==> config.mk <==
export PLATFORM = sky130hd
export DESIGN_NAME = reg_mask_encoder
export DESIGN_NICKNAME = d
export VERILOG_FILES = /design/src/rtl/reg_enc_pkg.sv /design/src/rtl/priority_enc32.sv /design/src/rtl/reg_mask_encoder.sv
export SDC_FILE = /design/constraint.sdc
export NUM_CORES = 1
export LEC_CHECK = 0
export ABC_AREA = 1
export CAP_MARGIN = 20
export CORE_MARGIN = 2
export CORE_UTILIZATION = 40
export CTS_BUF_LIST = sky130_fd_sc_hd__clkbuf_16
export CTS_CLUSTER_DIAMETER = 120
export DETAILED_ROUTE_END_ITERATION = 8
export PLACE_DENSITY_LB_ADDON = 0.08
export SYNTH_ARGS = -nofsm -noshare
export SYNTH_HDL_FRONTEND = slang
export SYNTH_HIERARCHICAL = 1
export SYNTH_SLANG_ARGS = --single-unit
==> constraint.sdc <==
create_clock -name clk -period 14.6 [get_ports clk]
set_clock_uncertainty 0.15 [all_clocks]
set_input_delay 3.65 -clock clk [delete_from_list [all_inputs] [get_ports clk]]
set_output_delay 3.65 -clock clk [all_outputs]
set_load 0.02 [all_outputs]
==> src/rtl/reg_enc_pkg.sv <==
// Purpose: shared register-select types and sizes for the register file and its encoders/decoders.
// Latency: n/a (types and constants only).
// Backpressure: n/a.
package reg_enc_pkg;

    localparam int REG_COUNT = 32;
    localparam int REG_IDX_W = 5;

    typedef enum logic {
        IDLE = 1'b0,
        RUN  = 1'b1
    } state_t;

endpackage

==> src/rtl/priority_enc32.sv <==
// Purpose: lowest-set-bit encoder for a 32-bit vector, built as byte 8:3 encoders plus a 4:2 byte select.
// Latency: purely combinational.
// Backpressure: none; idx is 0 when no bit is set (any=0).
module priority_enc32 (
    input  logic [31:0] vec,
    output logic [4:0]  idx,
    output logic        any
);

    logic [3:0]       byte_any;
    logic [3:0][2:0]  byte_idx;
    logic [1:0]       byte_sel;

    // Per-byte 8:3 encoders: lowest set bit within each byte wins.
    always_comb begin
        for (int b = 0; b < 4; b++) begin
            byte_any[b] = |vec[b*8 +: 8];
            byte_idx[b] = 3'd0;
            for (int i = 7; i >= 0; i--) begin
                if (vec[b*8 + i]) begin
                    byte_idx[b] = 3'(i);
                end
            end
        end
    end

    // 4:2 stage: pick the lowest byte that has any bit set.
    always_comb begin
        byte_sel = 2'd0;
        for (int b = 3; b >= 0; b--) begin
            if (byte_any[b]) begin
                byte_sel = 2'(b);
            end
        end
    end

    assign idx = {byte_sel, byte_idx[byte_sel]};
    assign any = |byte_any;

endmodule

==> src/rtl/reg_mask_encoder.sv <==
// Purpose: turns a register-list mask into lowest-first register indices for multi-register transfers.
// Latency: first index valid the cycle after start; one index per cycle with idx_ready held high.
// Backpressure: idx_valid/idx_ready; while idx_ready=0 the offered index, last and count hold stable.
module reg_mask_encoder
    import reg_enc_pkg::*;
#(
    parameter int WIDTH = REG_COUNT,
    parameter int IDX_W = REG_IDX_W,
    parameter int CNT_W = REG_IDX_W + 1
) (
    input  logic             clk,
    input  logic             reset,
    input  logic             start,
    input  logic [WIDTH-1:0] mask_in,
    input  logic             abort,
    output logic [IDX_W-1:0] idx_out,
    output logic             idx_valid,
    input  logic             idx_ready,
    output logic             last,
    output logic [CNT_W-1:0] count,
    output logic             busy,
    output logic             done
);

    state_t           state;
    state_t           state_nxt;
    logic [WIDTH-1:0] pending;
    logic [WIDTH-1:0] pending_nxt;
    logic             done_nxt;
    logic [IDX_W-1:0] low_idx;
    logic             low_any;
    logic [CNT_W-1:0] pop;
    logic             fire;

    priority_enc32 u_penc (
        .vec (pending),
        .idx (low_idx),
        .any (low_any)
    );

    // Number of registers still to be emitted for the current job.
    always_comb begin
        pop = '0;
        for (int i = 0; i < WIDTH; i++) begin
            pop = pop + CNT_W'(pending[i]);
        end
    end

    // pending is cleared whenever the job ends, so these outputs read 0 in IDLE.
    assign busy      = (state == RUN);
    assign idx_valid = (state == RUN) && low_any;
    assign idx_out   = low_idx;
    assign count     = pop;
    assign last      = idx_valid && (pop == CNT_W'(1));
    assign fire      = idx_valid && idx_ready;

    // Next-state: job launch from IDLE, lowest-bit retirement and abort in RUN.
    always_comb begin
        state_nxt   = state;
        pending_nxt = pending;
        done_nxt    = 1'b0;
        case (state)
            IDLE: begin
                // abort outranks start; an empty list completes without running
                if (!abort && start) begin
                    pending_nxt = mask_in;
                    if (mask_in != '0) begin
                        state_nxt = RUN;
                    end else begin
                        done_nxt = 1'b1;
                    end
                end
            end
            RUN: begin
                if (abort) begin
                    pending_nxt = '0;
                    state_nxt   = IDLE;
                end else if (fire) begin
                    // x & (x-1) drops exactly the lowest set bit, i.e. the one just accepted
                    pending_nxt = pending & (pending - WIDTH'(1));
                    if (last) begin
                        state_nxt = IDLE;
                        done_nxt  = 1'b1;
                    end
                end
            end
            default: begin
                state_nxt   = IDLE;
                pending_nxt = '0;
            end
        endcase
    end

    // State, pending list and registered completion pulse.
    always_ff @(posedge clk or posedge reset) begin
        if (reset) begin
            state   <= IDLE;
            pending <= '0;
            done    <= 1'b0;
        end else begin
            state   <= state_nxt;
            pending <= pending_nxt;
            done    <= done_nxt;
        end
    end

endmodule

==> run metrics <==
Layout fillers=847; CTS resizes=0; hold buffer count at cts=0; Distinct cells, synth=36; synthesized instance count=526; Worst Path Class, Setup=reg2out; Setup crit start=pending[0]$_DFFE_PP0P_; Starting Density=0.417; critical path peak fanout=4; root buffer cell=clkbuf_16; number of setup violations in the final report=0; placeable core region=8300 sq um; die width=97.1 microns; H-tree Lvls=2; Worst Hold Launch=pending[31]$_DFFE_PP0P_; final worst-path cycle share=0.660; CTS buffer count=5; FF-to-FF setup slack=9270 ps; Multi-input gate area=2120 sq um; Vias=3,433; Synthesis Warnings=6; clk_lat worst skew=280 ps; final-stage net count=648; boundary pin count=52; Worst Tran Pin Value=512 ps; Inst Count DP=676; Critical Path Start Type=flip-flop; final hold viol count=0; commonest cells after routing, fill and taps aside=nand2_1 (158), inv_1 (97), nor2_1 (61); Crit-path slowest cell=clkdlybuf4s50_1; WL per Instance=14.7 microns; Final Non-Filler Cells=683; remaining antenna violation count=0; Mean Syn Cell Area=6.59 sq um; initial antenna violation count=0; commonest non-fill, non-tap cell in the layout=nand2_1; critical path cell sequence=inv_1 > fa_1 > inv_1 > fa_1 > fa_1 > fa_1 > fa_1 > inv_1 > fa_1 > inv_1 > ha_1 > fa_1 > nor2_1 > nand2_1 > nor2_1 > nand3_1 > nor3_1 > clkdlybuf4s50_1; Period minus WS final=9630 ps; Die ar.=9420 sq um; CP Capture Type=output pin; Rows=33; RSZ-0062 raised after global routing=no; FF+latch area=851 sq um; DRT Wirelength=10,000 microns; IO buf count=51; first-pass GRT wire length=16,800 microns; Pre-antenna DRT Iters=5; crit path to=last; Die H=97.1 microns; Synth Cell Area=3460 sq um; Vias per Instance=5.03; Hold/Removal Path Class=reg2reg; largest net degree at the start of global routing=35; Max Cap Violations=0; r2r endpoint=busy$_DFF_PP0_; Final HPWL DP=8240 microns; R2R Path Start=pending[0]$_DFFE_PP0P_; clock sinks=34; Mapped Nets=596; antenna cell count=0; setup TNS=0 ps; Slew HR=0.655; CTS tree=built; Worst-path clk slew=60 ps; critical path required time=10,800 ps; vias in the first global route=3,327; FMAX=0.104 GHz; Crit path top cell by count=fa_1; Seq/Total Area, Yosys=0.246; Reg2Reg Depth=20; DRC viols=0; Setup Buffers After CTS=0; Core Util, Final=0.506; share of cells above drive strength 1=0.0761; clock buffer depth=2; Total GRT Usage=0.223; first-iteration detailed-routing DRC count=230; Yosys reg bits=34; Pins Over Slew Limit=0; crit-path max cell delay=630 ps; status=finished clean; Layout area overhead=21.2%; Remaining Overflow, GRT=0; Arr. time, crit path=5830 ps; RePlAce Congestion=0.961
flip-flops by register name (all words and copies together), names as in the netlist:
register	cells
pending	32
busy	1
done	1
metal layers:
layer	GRT usage	vias up	routed length, microns
li1	-	1713	-
met1	0.331	1599	4820
met2	0.341	106	4410
met3	0.0338	15	611
met4	0.0574	0	170
met5	0	-	0
cell families (layout without fill, tap and decap cells):
| group | after synthesis | count (layout) | synth area share |
|---|---|---|---|
| adders and majority gates | 33 | 33 | 0.171 |
| buffers and inverters | 122 | 174 | 0.142 |
| DFF | 34 | 34 | 0.246 |
| AOI/OAI and AO/OA | 57 | 57 | 0.0906 |
| and+or+nand+nor | 280 | 280 | 0.351 |
cells in the mapped netlist (all sizes together):
master | number | share of area
nand4 | 14 | 0.025
nand3 | 29 | 0.050
o22ai | 9 | 0.016
o211ai | 1 | 0.0022
ha | 9 | 0.033
a31oi | 3 | 0.0054
nor3 | 2 | 0.0043
clkinv | 2 | 0.0029
nor2 | 68 | 0.082
dfrtp | 34 | 0.25
o21bai | 1 | 0.0022
o21ai | 26 | 0.038
nand3b | 1 | 0.0022
nand2 | 162 | 0.18
buf | 7 | 0.015
o31ai | 2 | 0.0043
or2 | 3 | 0.0061
fa | 24 | 0.14
inv | 113 | 0.12
a21oi | 15 | 0.023
and2 | 1 | 0.0018
area by class of cell:
class	count	area share
clock buffers	5	0.0298
clock inverters	2	0.00238
repair buffers	52	0.123
well taps	105	0.0313
inverters	115	0.105
flip-flops and latches	34	0.203
multi-input cells	370	0.506
through the flow:
step	hold WS (ps)	worst slack [ps]	area, sq um
final	419	4970	4200
after global routing	479	4640	4200
after CTS	422	4940	4200
after detailed placement	408	5290	4060
after global placement	402	5330	4060
after floorplan	361	5660	3460
worst min-delay path by stage:
stage	to	slack [ps]	cells after the start
2_1_floorplan	pending[31]$_DFFE_PP0P_	360	2
3_3_place_gp	pending[31]$_DFFE_PP0P_	400	2
3_5_place_dp	pending[31]$_DFFE_PP0P_	410	2
4_1_cts	pending[31]$_DFFE_PP0P_	420	2
5_1_grt	pending[31]$_DFFE_PP0P_	480	2
6_report	pending[31]$_DFFE_PP0P_	420	2
worst max-delay path, delay by kind of cell, from the launching register on:
| family | cells | cell delay [ps] |
|---|---|---|
| adder cells (fa/ha/maj) | 8 | 3720 |
| AND/OR/NAND/NOR | 5 | 520 |
| buffers and inverters | 5 | 900 |
| flip-flops | 1 | 400 |
Power is not shown: default switching activity piles up to over one toggle a cycle in this logic, so the estimate is an artifact.
